$ cat src/rtl/menu_pkg.sv
// Shared types, button indices and value-step helper for the menu controller.
package menu_pkg;

  // Controller states
  typedef enum logic [1:0] {
    HIDDEN = 2'd0,
    IDLE   = 2'd1,
    HOLD   = 2'd2
  } menu_state_e;

  // Single action chosen per frame after priority resolution
  typedef enum logic [2:0] {
    ACT_NONE = 3'd0,
    ACT_MENU = 3'd1,
    ACT_UP   = 3'd2,
    ACT_DOWN = 3'd3,
    ACT_INC  = 3'd4,
    ACT_DEC  = 3'd5
  } menu_act_e;

  // Button indices; lower index wins when several events fire in one frame
  localparam int B_MENU = 0;
  localparam int B_UP   = 1;
  localparam int B_DOWN = 2;
  localparam int B_INC  = 3;
  localparam int B_DEC  = 4;
  localparam int N_BTN  = 5;

  // One inc/dec step with 9-bit arithmetic, wrapping or saturating at the bounds
  function automatic logic [7:0] step_val(input logic [7:0] cur, input logic up,
                                          input logic [7:0] vmin, input logic [7:0] vmax,
                                          input logic wrap);
    logic [8:0] t;
    logic [7:0] r;
    if (up) begin
      t = {1'b0, cur} + 9'd1;
      if (t > {1'b0, vmax}) r = wrap ? vmin : vmax;
      else                  r = t[7:0];
    end else begin
      t = {1'b0, cur} - 9'd1;
      if (t[8] || (t[7:0] < vmin)) r = wrap ? vmax : vmin;
      else                         r = t[7:0];
    end
    return r;
  endfunction

endpackage

$ cat src/rtl/menu_ctrl_frame_debounce.sv
// Per-button synchroniser plus two-frame history; flags a debounced rising edge.
module frame_debounce (
  input  logic clk,
  input  logic rst,
  input  logic newframe,
  input  logic btn,
  output logic level_next,
  output logic press
);

  logic [1:0] btn_sync_r;
  logic [1:0] hist_r;

  // Two-flop synchroniser every clock; history shifts only on frame boundaries
  always_ff @(posedge clk) begin
    if (!rst) begin
      btn_sync_r <= 2'b00;
      hist_r     <= 2'b00;
    end else begin
      btn_sync_r <= {btn_sync_r[0], btn};
      if (newframe) hist_r <= {hist_r[0], btn_sync_r[1]};
      else          hist_r <= hist_r;
    end
  end

  // Debounced level as it becomes after this frame's sample (meaningful in newframe cycles)
  assign level_next = hist_r[0] & btn_sync_r[1];
  // Rising edge of the debounced level, reported in the frame it happens
  assign press      = newframe & level_next & ~(&hist_r);

endmodule

$ cat src/rtl/menu_ctrl.sv
// Menu navigation controller: debounced buttons, visibility FSM, item values and read port.
module menu_ctrl
  import menu_pkg::*;
#(
  parameter int         N_ITEMS      = 2,
  parameter logic [7:0] INIT_VAL     = 8'h00,
  parameter logic [7:0] VAL_MIN      = 8'h00,
  parameter logic [7:0] VAL_MAX      = 8'hFF,
  parameter bit         WRAP         = 1'b1,
  parameter int         REPEAT_DELAY = 30,
  parameter int         REPEAT_RATE  = 4,
  localparam int        IW           = $clog2(N_ITEMS)
) (
  input  logic                 clk,
  input  logic                 rst,
  input  logic                 newframe,
  input  logic                 btn_menu,
  input  logic                 btn_up,
  input  logic                 btn_down,
  input  logic                 btn_inc,
  input  logic                 btn_dec,
  input  logic [IW-1:0]        rd_idx,
  output logic [7:0]           rd_val,
  output logic                 rd_hl,
  output logic                 menu_visible,
  output logic [IW-1:0]        sel_item,
  output logic [8*N_ITEMS-1:0] values,
  output logic                 cfg_strobe,
  output logic [IW-1:0]        cfg_idx
);

  localparam logic [7:0] DELAY_L = 8'(REPEAT_DELAY);
  localparam logic [7:0] RATE_L  = 8'(REPEAT_RATE);

  logic [N_BTN-1:0] btn_raw_s, lvl_s, press_s;
  menu_state_e      state_r;
  menu_act_e        act_s;
  logic             visible_r, cfg_strobe_r;
  logic [IW-1:0]    sel_r, cfg_idx_r, sel_prev_s, sel_next_s;
  logic [7:0]       rep_r;
  logic [N_BTN-1:0] hold_btn_r;
  logic [7:0]       val_r [N_ITEMS];
  logic [7:0]       cur_val_s, nv_s, rd_val_s;
  logic             nv_chg_s, dir_up_s, hold_lvl_s, rd_hl_s;

  // Bit positions follow the B_* indices
  assign btn_raw_s = {btn_dec, btn_inc, btn_down, btn_up, btn_menu};

  for (genvar g = 0; g < N_BTN; g++) begin : g_deb
    frame_debounce u_deb (
      .clk        (clk),
      .rst        (rst),
      .newframe   (newframe),
      .btn        (btn_raw_s[g]),
      .level_next (lvl_s[g]),
      .press      (press_s[g])
    );
  end

  // Resolve this frame's events to one action, highest priority first
  always_comb begin
    act_s = ACT_NONE;
    if      (press_s[B_MENU]) act_s = ACT_MENU;
    else if (press_s[B_UP])   act_s = ACT_UP;
    else if (press_s[B_DOWN]) act_s = ACT_DOWN;
    else if (press_s[B_INC])  act_s = ACT_INC;
    else if (press_s[B_DEC])  act_s = ACT_DEC;
    else                      act_s = ACT_NONE;
  end

  // Neighbouring selections with wrap, step direction and candidate value
  always_comb begin
    sel_prev_s = (sel_r == '0) ? IW'(N_ITEMS - 1) : sel_r - IW'(1);
    sel_next_s = (sel_r == IW'(N_ITEMS - 1)) ? '0 : sel_r + IW'(1);
    if (act_s == ACT_NONE) dir_up_s = hold_btn_r[B_INC];
    else                   dir_up_s = (act_s == ACT_INC);
    cur_val_s  = val_r[sel_r];
    nv_s       = step_val(cur_val_s, dir_up_s, VAL_MIN, VAL_MAX, WRAP);
    nv_chg_s   = (nv_s != cur_val_s);
    hold_lvl_s = |(lvl_s & hold_btn_r);
  end

  // Menu FSM, selection, repeat counter, value array and change strobe
  always_ff @(posedge clk) begin
    if (!rst) begin
      state_r      <= HIDDEN;
      visible_r    <= 1'b0;
      sel_r        <= '0;
      rep_r        <= 8'd0;
      hold_btn_r   <= '0;
      cfg_strobe_r <= 1'b0;
      cfg_idx_r    <= '0;
      for (int k = 0; k < N_ITEMS; k++) val_r[k] <= INIT_VAL;
    end else begin
      cfg_strobe_r <= 1'b0;
      if (newframe) begin
        case (state_r)
          HIDDEN: begin
            if (act_s == ACT_MENU) begin
              state_r   <= IDLE;
              visible_r <= 1'b1;
            end else begin
              state_r   <= HIDDEN;
            end
          end
          IDLE: begin
            case (act_s)
              ACT_MENU: begin
                state_r   <= HIDDEN;
                visible_r <= 1'b0;
              end
              ACT_UP:   sel_r <= sel_prev_s;
              ACT_DOWN: sel_r <= sel_next_s;
              ACT_INC, ACT_DEC: begin
                val_r[sel_r] <= nv_s;
                cfg_strobe_r <= nv_chg_s;
                cfg_idx_r    <= sel_r;
                rep_r        <= DELAY_L;
                hold_btn_r   <= (act_s == ACT_INC) ? N_BTN'(1 << B_INC) : N_BTN'(1 << B_DEC);
                state_r      <= HOLD;
              end
              default: state_r <= IDLE;
            endcase
          end
          HOLD: begin
            case (act_s)
              ACT_MENU: begin
                state_r   <= HIDDEN;
                visible_r <= 1'b0;
              end
              ACT_UP: begin
                sel_r   <= sel_prev_s;
                state_r <= IDLE;
              end
              ACT_DOWN: begin
                sel_r   <= sel_next_s;
                state_r <= IDLE;
              end
              ACT_INC, ACT_DEC: begin
                val_r[sel_r] <= nv_s;
                cfg_strobe_r <= nv_chg_s;
                cfg_idx_r    <= sel_r;
                state_r      <= IDLE;
              end
              default: begin
                if (!hold_lvl_s) begin
                  state_r <= IDLE;
                end else if (rep_r == 8'd1) begin
                  val_r[sel_r] <= nv_s;
                  cfg_strobe_r <= nv_chg_s;
                  cfg_idx_r    <= sel_r;
                  rep_r        <= RATE_L;
                end else begin
                  rep_r <= rep_r - 8'd1;
                end
              end
            endcase
          end
          default: begin
            state_r   <= HIDDEN;
            visible_r <= 1'b0;
          end
        endcase
      end
    end
  end

  // Renderer read port; indices beyond the item count read as zero
  always_comb begin
    rd_val_s = 8'h00;
    rd_hl_s  = 1'b0;
    if (32'(rd_idx) < N_ITEMS) begin
      rd_val_s = val_r[rd_idx];
      rd_hl_s  = visible_r && (rd_idx == sel_r);
    end else begin
      rd_val_s = 8'h00;
      rd_hl_s  = 1'b0;
    end
  end

  for (genvar v = 0; v < N_ITEMS; v++) begin : g_vals
    assign values[8*v +: 8] = val_r[v];
  end

  assign rd_val       = rd_val_s;
  assign rd_hl        = rd_hl_s;
  assign menu_visible = visible_r;
  assign sel_item     = sel_r;
  assign cfg_strobe   = cfg_strobe_r;
  assign cfg_idx      = cfg_idx_r;

endmodule
$ cat config.mk
export PLATFORM = sky130hd
export DESIGN_NAME = menu_ctrl
export DESIGN_NICKNAME = d
export VERILOG_FILES = /design/src/rtl/menu_pkg.sv /design/src/rtl/menu_ctrl_frame_debounce.sv /design/src/rtl/menu_ctrl.sv
export SDC_FILE = /design/constraint.sdc
export NUM_CORES = 1
export LEC_CHECK = 0
export BUFFER_PORTS_ARGS = -buffer_cell sky130_fd_sc_hd__clkbuf_2
export CORE_UTILIZATION = 45
export DETAILED_ROUTE_END_ITERATION = 16
export GPL_ROUTABILITY_DRIVEN = 0
export SLEW_MARGIN = 20
export SYNTH_ARGS = -nofsm -noshare
export SYNTH_HDL_FRONTEND = slang
export SYNTH_SLANG_ARGS = --single-unit
$ cat constraint.sdc
create_clock -name clk -period 5.6 [get_ports clk]
set_input_delay 1.68 -clock clk [delete_from_list [all_inputs] [get_ports clk]]
set_output_delay 1.68 -clock clk [all_outputs]
set_load 0.02 [all_outputs]
==> run_results.csv, run 1 <==
group,metric,value,unit
floorplan,die_width,86.0,um
global_routing,grt_pass1_vias,2286,
min_path,holdPathEnd,"g_deb[2].u_deb.btn_sync_r[1]$_SDFF_PN0_",
placement,portBuffers,37,
placement,postPlaceCellArea,3400,um^2
finish,design_area,3510,um^2
pwr,peakVddDrop,0.000177,V
global_routing,grt_max_degree,35,
route,detailedRoute.firstPassIterationCount,4,
cts,cts_hold_buffers,0,
cts,cts.clk_slew.worst_paths,0.09,ns
cts,tritoncts.num_buffers,5,
route,dr_total_vias,2500,
floorplan,io_pins,38,
worst_setup_path,critPathArrivalTime,2.47,ns
worst_setup_path,cp_slowest_cell,"mux2_2",
timing,fin_skew,0.00593,ns
logic_synthesis,syn_nets,343,
cts,insertion_delay,0.30,ns
global_routing,grt_use_total,0.197,
logic_synthesis,synth_area_leaders,"dfxtp_1 23%, edfxtp_1 15%, mux2i_1 6.3%",
finish,final_nets,374,
timing,fmax,241,MHz
placement,pre_cts_ws,1.31,ns
cts,ctsResizeCount,0,
placement,dp.cells,445,
placement,place_hpwl,5.04,mm
cts,cts_root_buffer,"clkbuf_8",
finish,layout-drive-gt1-share,0.216,
finish,area_delta_synth_final,10.5,%
worst_setup_path,worstPathMaxFanout,10,
logic_synthesis,synth_top_flop_cell,"dfxtp_1",
min_path,hold_path_depth,1,
floorplan,core-area,6790,um^2
route,ant_nets,0,
floorplan,start_util,0.468,
worst_setup_path,crit_top_cell,"clkbuf_2",
worst_setup_path,critical_path.max_stage_delay,0.37,ns
timing,drv_slew,0,
worst_setup_path,reg2reg_setup_slack,2.24,ns
worst_setup_path,cp_cell_sequence,"clkbuf_2 > mux2_2 > clkbuf_2",
route,vias_per_cell,5.52,
logic_synthesis,yosysWarnings,0,
logic_synthesis,ys_ff_latch,53,
logic_synthesis,synth_cells,325,
worst_setup_path,cp-start-kind,"input pin",
worst_setup_path,required,3.92,ns
route,initialDrtViolationCount,49,
cts,cts.path.max_buffers,2,
floorplan,dieHeight,86.0,um
global_routing,grt_overflow,0,
timing,fin_crit_sh,0.742,
min_path,hp-start,"g_deb[2].u_deb.btn_sync_r[0]$_SDFF_PN0_",
logic_synthesis,synth_cell_types,61,
timing,relSlewSlack,0.354,
floorplan,floorplan.rows,30,
timing,tns,0,ns
timing,worst_slack,1.45,ns
timing,worst_pin_slew,0.967,ns
route,wire_per_inst,15.1,um
global_routing,grt_pass1_wl,11.4,mm
status,status,"finished clean",
logic_synthesis,seq_area_frac_synth,0.384,
worst_setup_path,rr_worst_depth,9,
timing,rsz0062_at_grt,"false",
cts,cts_tree,"done",
pwr,power,0.736,mW
route,finalWirelength,6.86,mm
timing,post-route-min-period,4.15,ns
logic_synthesis,async_flop_share,0,
pwr,p_per_area,210,nW/um^2
logic_synthesis,synth_commonest_cells,"37 x dfxtp_1, 27 x nand2_1, 26 x nor2_1, 20 x mux2i_1",
cts,htreeDepth,2,
finish,stdcell_count,453,
floorplan,dieArea,7400,um^2
worst_setup_path,critPathCaptureType,"primary output",
logic_synthesis,synthesis.area,3180,um^2
logic_synthesis,yosys.area.top_type_share,0.233,
timing,setup_viol,0,
timing,finalHoldViolCount,0,
pwr,cellLeakagePower,1.41,nW
worst_setup_path,path_class,"in2out",
finish,fin_util,0.517,
finish,diodes,0,
global_routing,antenna_found_initial,0,
cts,postCtsSetupRepairBufs,0,
min_path,min_path_type,"reg2reg",
logic_synthesis,yosysMostFrequentCell,"dfxtp_1",
flow_run,maxCapViolations,0,
route,drc,0,
cts,cts_sinks,53,
worst_setup_path,reg2reg_to,"val_r[0][1]$_SDFFCE_PN0P_",
logic_synthesis,syn_avg_cell_area,9.77,um^2
logic_synthesis,synth_edf_count,16,
timing,whs,0.438,ns
logic_synthesis,synth_area_leader_cell,"dfxtp_1",
[sequential cells by signal (all words and copies together), names as in the netlist, named ones only]
name / cells
cfg_idx: 1
cfg_strobe: 1
g_deb.u_deb.btn_sync_r: 10
g_deb.u_deb.hist_r: 10
hold_btn_r: 2
menu_visible: 1
rep_r: 8
sel_item: 1
state_r: 2
val_r: 16
[cells by family (layout without fill, tap and decap cells)]
family                     count (synthesis)  count (layout)  share of synthesized area
AOI/OAI and AO/OA                         57              57                      0.135
DFF                                       53              53                      0.384
buffers and inverters                     27              59                     0.0445
xor gates and xnor gates                  11              11                     0.0303
and+or+nand+nor                          137             137                      0.265
muxes                                     31              31                      0.105
adders and majority gates                  9               9                     0.0354
[report_power, final]
part	switching, mW	internal [mW]
clock	0.124	0.134
combinational	0.0397	0.0251
sequential	0.0104	0.403
total	0.174	0.562
[metal layers]
| metal | routed length [um] | vias to the layer above | global-route usage |
|---|---|---|---|
| met1 | 3440 | 1195 | 0.275 |
| met4 | 62 | 0 | 0.0470 |
| met5 | 0 | - | 0 |
| met3 | 196 | 6 | 0.0318 |
| met2 | 3160 | 52 | 0.319 |
| li1 | - | 1247 | - |
[final cells by class]
type,instances,area (um^2)
Fill cell,603,3280
Multi-Input combinational cell,245,1810
Sequential cell,53,1220
Timing Repair Buffer,38,193
Tap cell,96,120
Clock buffer,5,68.8
Inverter,13,48.8
Clock inverter,3,43.8
[cell usage in the layout, fill, tap and decap left out, types with 3 or more instances in the layout]
cell type and instances:
a211oi_1 4, a21boi_0 3, a21oi_1 13, a31oi_1 5, and2_1 11, and3_1 4
clkbuf_2 37, clkbuf_8 5, dfxtp_1 37, edfxtp_1 16, ha_1 9, inv_1 13
mux2_2 8, mux2i_1 20, nand2_1 27, nand3_1 4, nand4b_1 7, nand4b_4 3
nor2_1 26, nor2b_1 9, nor3_1 16, nor3b_1 4, o21ai_0 10, or3_1 5
xnor2_1 7, xor2_1 4
[critical path, delay by kind of cell]
| family | cells | cell delay [ns] |
|---|---|---|
| buffers and inverters | 2 | 0.41 |
| muxes | 1 | 0.37 |
[how the worst max path moves through the flow]
stage                   from                        end  slack, ns  cells past startpoint
floorplan             rd_idx                  rd_val[0]       1.50                      2
global placement    newframe  val_r[0][5]$_SDFFCE_PN0P_       1.37                      7
detailed placement  newframe  val_r[0][5]$_SDFFCE_PN0P_       1.31                      7
CTS                   rd_idx                  rd_val[5]       1.44                      3
global route          rd_idx                  rd_val[7]       1.42                      3
finish                rd_idx                  rd_val[5]       1.45                      3
Note: power is estimated with default switching activity, not from simulation.
==> inputs of run 2 (changes only) <==
--- a/config.mk
+++ b/config.mk
@@ -5,10 +5,12 @@
 export SDC_FILE = /design/constraint.sdc
 export NUM_CORES = 1
 export LEC_CHECK = 0
+export ABC_AREA = 1
 export BUFFER_PORTS_ARGS = -buffer_cell sky130_fd_sc_hd__clkbuf_2
 export CORE_UTILIZATION = 45
 export DETAILED_ROUTE_END_ITERATION = 16
 export GPL_ROUTABILITY_DRIVEN = 0
+export PLACE_DENSITY = 0.67
 export SLEW_MARGIN = 20
 export SYNTH_ARGS = -nofsm -noshare
 export SYNTH_HDL_FRONTEND = slang
==> constraint.sdc (replaced) <==
create_clock -name clk -period 3.7 [get_ports clk]
set_input_delay 1.11 -clock clk [delete_from_list [all_inputs] [get_ports clk]]
set_output_delay 1.11 -clock clk [all_outputs]
set_load 0.02 [all_outputs]
==> run 2 against run 1 <==
Hold slack worse by 0.013 ns. Synthesized area grew 3.4%. Clock skew increased by 0.0016 ns. Die area increased by 3.4%. Critical path type unchanged. Global-route usage is 0.27 points lower. Non-clock buffer count up 1. Routed wire length grew 3.9%. Flip-flop and latch count is the same. Critical path depth grew 2. First-iteration DRC count grew 110%. Clock power rose by 82%. Highest routed layer unchanged.
==> run_results.csv, run 2 <==
group,metric,value,unit
logic_synthesis,ys_ff_latch,53,
finish,final_cell_mix,"112 x nand2_1, 56 x inv_1, 37 x dfxtp_1, 37 x clkbuf_2, 36 x nor2_1",
timing,rsz0062_at_grt,"false",
route,vias_per_cell,5.02,
cts,cts_sinks,53,
cts,cts_tree,"done",
timing,finalHoldViolCount,0,
finish,layout-drive-gt1-share,0.212,
floorplan,die_width,87.5,um
worst_setup_path,path_class,"in2out",
worst_setup_path,cp-start-kind,"input pin",
timing,relSlewSlack,0.666,
route,dr_total_vias,2919,
worst_setup_path,critPathCaptureType,"primary output",
logic_synthesis,synthesis.area,3290,um^2
logic_synthesis,syn_avg_cell_area,7.32,um^2
flow_run,maxCapViolations,0,
floorplan,dieHeight,87.5,um
logic_synthesis,seq_area_frac_synth,0.372,
timing,whs,0.425,ns
timing,fin_skew,0.00752,ns
worst_setup_path,critPathArrivalTime,2.00,ns
floorplan,core-area,6910,um^2
cts,cts.clk_slew.worst_paths,0.09,ns
route,wire_per_inst,12.3,um
floorplan,start_util,0.476,
pwr,power,1.21,mW
finish,reg_top3,"val_r: 16 flops, g_deb.u_deb.btn_sync_r: 10 flops, g_deb.u_deb.hist_r: 10 flops",
pwr,cellLeakagePower,1.69,nW
global_routing,grt_pass1_wl,11.4,mm
finish,layout_commonest_cell,"nand2_1",
finish,largest_register,"val_r",
global_routing,antenna_found_initial,0,
timing,post-route-min-period,3.11,ns
finish,fin_util,0.530,
logic_synthesis,synth_area_leaders,"dfxtp_1 23%, edfxtp_1 15%, nand2_1 13%",
cts,htreeDepth,2,
finish,final_nets,502,
floorplan,dieArea,7650,um^2
status,status,"finished clean",
finish,largest_reg_flops,16,
route,ant_nets,0,
pwr,p_per_area,330,nW/um^2
route,detailedRoute.firstPassIterationCount,7,
timing,drv_slew,0,
global_routing,grt_max_degree,29,
logic_synthesis,yosysWarnings,0,
placement,portBuffers,37,
worst_setup_path,worstPathMaxFanout,16,
logic_synthesis,syn_nets,467,
logic_synthesis,yosysMostFrequentCell,"nand2_1",
worst_setup_path,reg2reg_setup_slack,1.08,ns
finish,diodes,0,
timing,worst_pin_slew,0.500,ns
pwr,seqPwrFrac,0.517,
route,initialDrtViolationCount,101,
logic_synthesis,async_flop_share,0,
pwr,clkPwrFrac,0.388,
logic_synthesis,synth_top_flop_cell,"dfxtp_1",
min_path,min_path_type,"reg2reg",
logic_synthesis,yosys.area.top_type_share,0.225,
logic_synthesis,synth_cells,449,
pwr,peakVddDrop,0.000248,V
route,finalWirelength,7.12,mm
logic_synthesis,synth_area_leader_cell,"dfxtp_1",
worst_setup_path,required,2.59,ns
cts,tritoncts.num_buffers,5,
timing,fmax,322,MHz
global_routing,grt_use_total,0.194,
pwr,p_sw_frac,0.238,
placement,place_hpwl,5.53,mm
timing,fin_crit_sh,0.840,
worst_setup_path,cp-startpoint,"rd_idx",
logic_synthesis,synth_edf_count,16,
pwr,pwr-share-comb,0.095,
route,drc,0,
logic_synthesis,synth_commonest_cells,"112 x nand2_1, 56 x inv_1, 37 x dfxtp_1, 36 x nor2_1, 35 x a21oi_1",
cts,insertion_delay,0.31,ns
worst_setup_path,critPathCapture,"rd_hl",
worst_setup_path,rr_worst_depth,16,
worst_setup_path,reg2reg_to,"val_r[1][0]$_SDFFCE_PN0P_",
finish,area_delta_synth_final,11.4,%
finish,fill_cells,698,
pwr,p_int,0.921,mW
cts,cts_hold_buffers,0,
cts,postCtsSetupRepairBufs,0,
logic_synthesis,synth_cell_types,40,
timing,tns,0,ns
cts,cts.path.max_buffers,2,
cts,cts_root_buffer,"clkbuf_8",
global_routing,grt_overflow,0,
global_routing,grt_pass1_vias,2493,
floorplan,floorplan.rows,30,
floorplan,io_pins,38,
pwr,p_sw,0.288,mW
timing,setup_viol,0,
cts,ctsResizeCount,0,
-- run 2: cell types whose count changed after synthesis, moves of 10 or more --
cell / change
nand3_1: +25
nand2_2: +12
a21oi_1: +22
nand2_4: +12
inv_1: +43
nor3_1: -12
and2_1: -10
nor2_1: +10
mux2i_1: -20
nand2_1: +85
-- run 2: cells by family (layout without fill, tap and decap cells) --
kind of cell	Yosys count	count (layout)	synth area share
buf+inv	75	111	0.0986
fa+ha+maj	9	9	0.0343
simple gates	230	230	0.344
compound gates	78	78	0.141
flops	53	53	0.372
xor+xnor	4	4	0.0107
-- run 2: worst min-delay path by stage --
stage | start | slack (ns) | cells past startpoint | to
after floorplan | g_deb[0].u_deb.btn_sync_r[0]$_SDFF_PN0_ | 0.39 | 2 | g_deb[0].u_deb.btn_sync_r[1]$_SDFF_PN0_
after global placement | g_deb[4].u_deb.btn_sync_r[0]$_SDFF_PN0_ | 0.40 | 2 | g_deb[4].u_deb.btn_sync_r[1]$_SDFF_PN0_
after detailed placement | g_deb[4].u_deb.btn_sync_r[0]$_SDFF_PN0_ | 0.40 | 2 | g_deb[4].u_deb.btn_sync_r[1]$_SDFF_PN0_
after CTS | g_deb[4].u_deb.btn_sync_r[0]$_SDFF_PN0_ | 0.42 | 2 | g_deb[4].u_deb.btn_sync_r[1]$_SDFF_PN0_
after global routing | g_deb[4].u_deb.btn_sync_r[0]$_SDFF_PN0_ | 0.44 | 2 | g_deb[4].u_deb.btn_sync_r[1]$_SDFF_PN0_
final | g_deb[0].u_deb.btn_sync_r[0]$_SDFF_PN0_ | 0.42 | 2 | g_deb[0].u_deb.btn_sync_r[1]$_SDFF_PN0_
-- run 2: layer usage --
| layer | global-route usage | up-vias | part of all wire |
|---|---|---|---|
| met4 | 0.0626 | 0 | 0.018 |
| met3 | 0.0351 | 11 | 0.045 |
| li1 | - | 1509 | - |
| met5 | 0 | - | 0 |
| met1 | 0.233 | 1317 | 0.44 |
| met2 | 0.349 | 82 | 0.50 |
-- run 2: critical path: stages --
cell and delay, ns:
clkbuf_2 0.22, inv_1 0.17, o21ai_0 0.09, a21oi_1 0.20, clkbuf_2 0.21
-- run 2: power groups by stage --
stage	logic (mW)	registers [mW]	clock network (mW)
floorplan	0.0769	0.643	0
global placement	0.113	0.638	0
detailed placement	0.116	0.639	0
CTS	0.116	0.625	0.479
global route	0.129	0.627	0.500
finish	0.115	0.625	0.469
-- run 2: area by class of cell --
class	count	area (um^2)	area share
Multi-Input combinational cell	321	1740	0.476
Sequential cell	53	1220	0.334
Clock buffer	5	68.8	0.0188
Timing Repair Buffer	39	200	0.0547
Clock inverter	3	68.8	0.0188
Inverter	64	240	0.0656
Tap cell	96	120	0.0328
-- run 2: through the flow --
| step | area (um^2) | cells | setup slack, ns |
|---|---|---|---|
| floorplan | 3290 | 449 | 0.795 |
| global placement | 3520 | 573 | 0.609 |
| detailed placement | 3520 | 573 | 0.561 |
| CTS | 3660 | 581 | 0.586 |
| global route | 3660 | 581 | 0.532 |
| finish | 3660 | 581 | 0.591 |
==> inputs of run 3 (changes only) <==
--- a/config.mk
+++ b/config.mk
@@ -10,7 +10,6 @@
 export CORE_UTILIZATION = 45
 export DETAILED_ROUTE_END_ITERATION = 16
 export GPL_ROUTABILITY_DRIVEN = 0
-export PLACE_DENSITY = 0.67
 export SLEW_MARGIN = 20
 export SYNTH_ARGS = -nofsm -noshare
 export SYNTH_HDL_FRONTEND = slang
==> constraint.sdc (replaced) <==
create_clock -name clk -period 2.9 [get_ports clk]
set_input_delay 0.87 -clock clk [delete_from_list [all_inputs] [get_ports clk]]
set_output_delay 0.87 -clock clk [all_outputs]
set_load 0.02 [all_outputs]
==> run 3 against run 2 <==
Clock power increased by 0.9%. Highest routed layer unchanged. Register-to-register slack got worse by 0.50 ns. Cell area increased by 0.17%. Largest cell class unchanged.
==> run_results.csv, run 3 (synthesized netlist as in run 2, its figures left out) <==
group,metric,value,unit
status,status,"finished clean",
finish,layout_commonest_cell,"nand2_1",
worst_setup_path,worstPathMaxFanout,16,
finish,seq_area,1220,um^2
finish,area_delta_synth_final,11.6,%
finish,final_cell_mix,"112 x nand2_1, 56 x inv_1, 37 x dfxtp_1, 37 x clkbuf_2, 36 x nor2_1",
floorplan,io_pins,38,
cts,htreeDepth,2,
finish,reg_top3,"val_r: 16 flops, g_deb.u_deb.btn_sync_r: 10 flops, g_deb.u_deb.hist_r: 10 flops",
finish,largest_register,"val_r",
timing,finalHoldViolCount,0,
timing,whs,0.419,ns
timing,relSlewSlack,0.673,
timing,setup_viol,0,
route,detailedRoute.firstPassIterationCount,5,
timing,fin_skew,0.0114,ns
placement,portBuffers,37,
worst_setup_path,cp_slowest_cell,"clkbuf_2",
timing,tns,0,ns
timing,fmax,399,MHz
floorplan,floorplan.rows,30,
route,finalWirelength,7.28,mm
cts,ctsResizeCount,0,
route,initialDrtViolationCount,172,
global_routing,grt_pass1_wl,11.9,mm
cts,cts_sinks,53,
worst_setup_path,cp_cell_sequence,"clkbuf_2 > inv_1 > o21ai_0 > a21oi_1 > clkbuf_2",
global_routing,grt_max_degree,29,
cts,tritoncts.num_buffers,5,
route,wire_per_inst,12.4,um
worst_setup_path,crit_top_cell,"clkbuf_2",
worst_setup_path,crit_family,"buffers and inverters",
floorplan,die_width,87.5,um
cts,cts_hold_buffers,0,
route,drc,0,
placement,pre_cts_ws,0.278,ns
timing,drv_slew,0,
timing,worst_pin_slew,0.491,ns
floorplan,dieHeight,87.5,um
cts,cts_root_buffer,"clkbuf_8",
timing,worst_slack,0.393,ns
global_routing,grt_pass1_vias,2598,
finish,largest_reg_flops,16,
cts,cts_tree,"done",
worst_setup_path,critPathArrivalTime,1.64,ns
global_routing,grt_use_total,0.204,
cts,cts.path.max_buffers,2,
cts,insertion_delay,0.31,ns
worst_setup_path,cp-startpoint,"rd_idx",
timing,fin_crit_sh,0.864,
floorplan,start_util,0.476,
worst_setup_path,path_class,"in2out",
timing,rsz0062_at_grt,"false",
pwr,p_per_area,387,nW/um^2
placement,place_hpwl,5.83,mm
worst_setup_path,critical_path.max_stage_delay,0.26,ns
worst_setup_path,required,2.03,ns
worst_setup_path,reg2reg_setup_slack,0.58,ns
cts,postCtsSetupRepairBufs,0,
finish,diodes,0,
min_path,hp-start,"g_deb[1].u_deb.btn_sync_r[0]$_SDFF_PN0_",
global_routing,grt_overflow,0,
route,dr_total_vias,2853,
pwr,peakVddDrop,0.000231,V
route,vias_per_cell,4.87,
finish,final_nets,507,
global_routing,antenna_found_initial,0,
min_path,min_path_type,"reg2reg",
flow_run,maxCapViolations,0,
finish,layout-drive-gt1-share,0.218,
worst_setup_path,critPathCaptureType,"primary output",
worst_setup_path,path_buf_inv,3,
timing,post-route-min-period,2.51,ns
cts,cts.clk_slew.worst_paths,0.09,ns
pwr,cellLeakagePower,1.70,nW
finish,fill_cells,727,
route,ant_nets,0,
finish,multiInputGateArea,1740,um^2
floorplan,core-area,6910,um^2
worst_setup_path,cp-start-kind,"input pin",
floorplan,dieArea,7650,um^2
run 3: cell count changes in the layout (fill, tap and decap cells not counted):
cell       change
bufinv_16      -2
clkbuf_16      +1
buf_4          +5
clkbuf_1       +1
run 3: worst reg2reg max path, stage by stage (launching register included):
cell     delay [ns]
dfxtp_1        0.47
buf_4          0.27
nand2_1        0.08
o21ai_2        0.10
ha_1           0.20
inv_1          0.07
nor2_4         0.16
nand3_1        0.10
nand2_1        0.08
nand2_2        0.06
nor2_2         0.14
nand2_4        0.09
nand2_4        0.07
nand2_4        0.07
nand2_2        0.08
nor2_1         0.04
run 3: metrics by stage:
step | cell area [um^2] | cells | power (mW) | util
6_report | 3670 | 586 | 1.42 | 0.531
5_1_grt | 3670 | 586 | 1.47 | 0.531
4_1_cts | 3670 | 586 | 1.43 | 0.531
3_5_place_dp | 3560 | 578 | 0.965 | 0.515
3_3_place_gp | 3560 | 578 | 0.962 | 0.515
2_1_floorplan | 3290 | 449 | 0.919 | -
run 3: final cells by class:
class	count	area share
repair buffers	44	0.0648
well taps	96	0.0328
clock inverters	1	0.00239
clock buffers	7	0.0266
multi-input cells	321	0.475
flip-flops and latches	53	0.333
inverters	64	0.0655
run 3: power breakdown:
part           internal [mW]  total [mW]  switching (mW)
registers              0.783       0.798          0.0155
logic                 0.0463       0.147           0.101
clock network          0.227       0.473           0.247
run 3: layer usage:
| metal | wire length (um) | track usage | vias up | part of all wire |
|---|---|---|---|---|
| met5 | 0 | 0 | - | 0 |
| met4 | 112 | 0.0686 | 0 | 0.015 |
| li1 | - | - | 1519 | - |
| met1 | 3200 | 0.234 | 1274 | 0.44 |
| met2 | 3760 | 0.380 | 52 | 0.52 |
| met3 | 209 | 0.0332 | 8 | 0.029 |
run 3: worst paths after layout:
kind	to	cells after the start
setup / recovery	rd_hl	5
hold / removal	g_deb[1].u_deb.btn_sync_r[1]$_SDFF_PN0_	2
setup reg to reg	val_r[0][0]$_SDFFCE_PN0P_	15
hold reg to reg	g_deb[1].u_deb.btn_sync_r[1]$_SDFF_PN0_	2
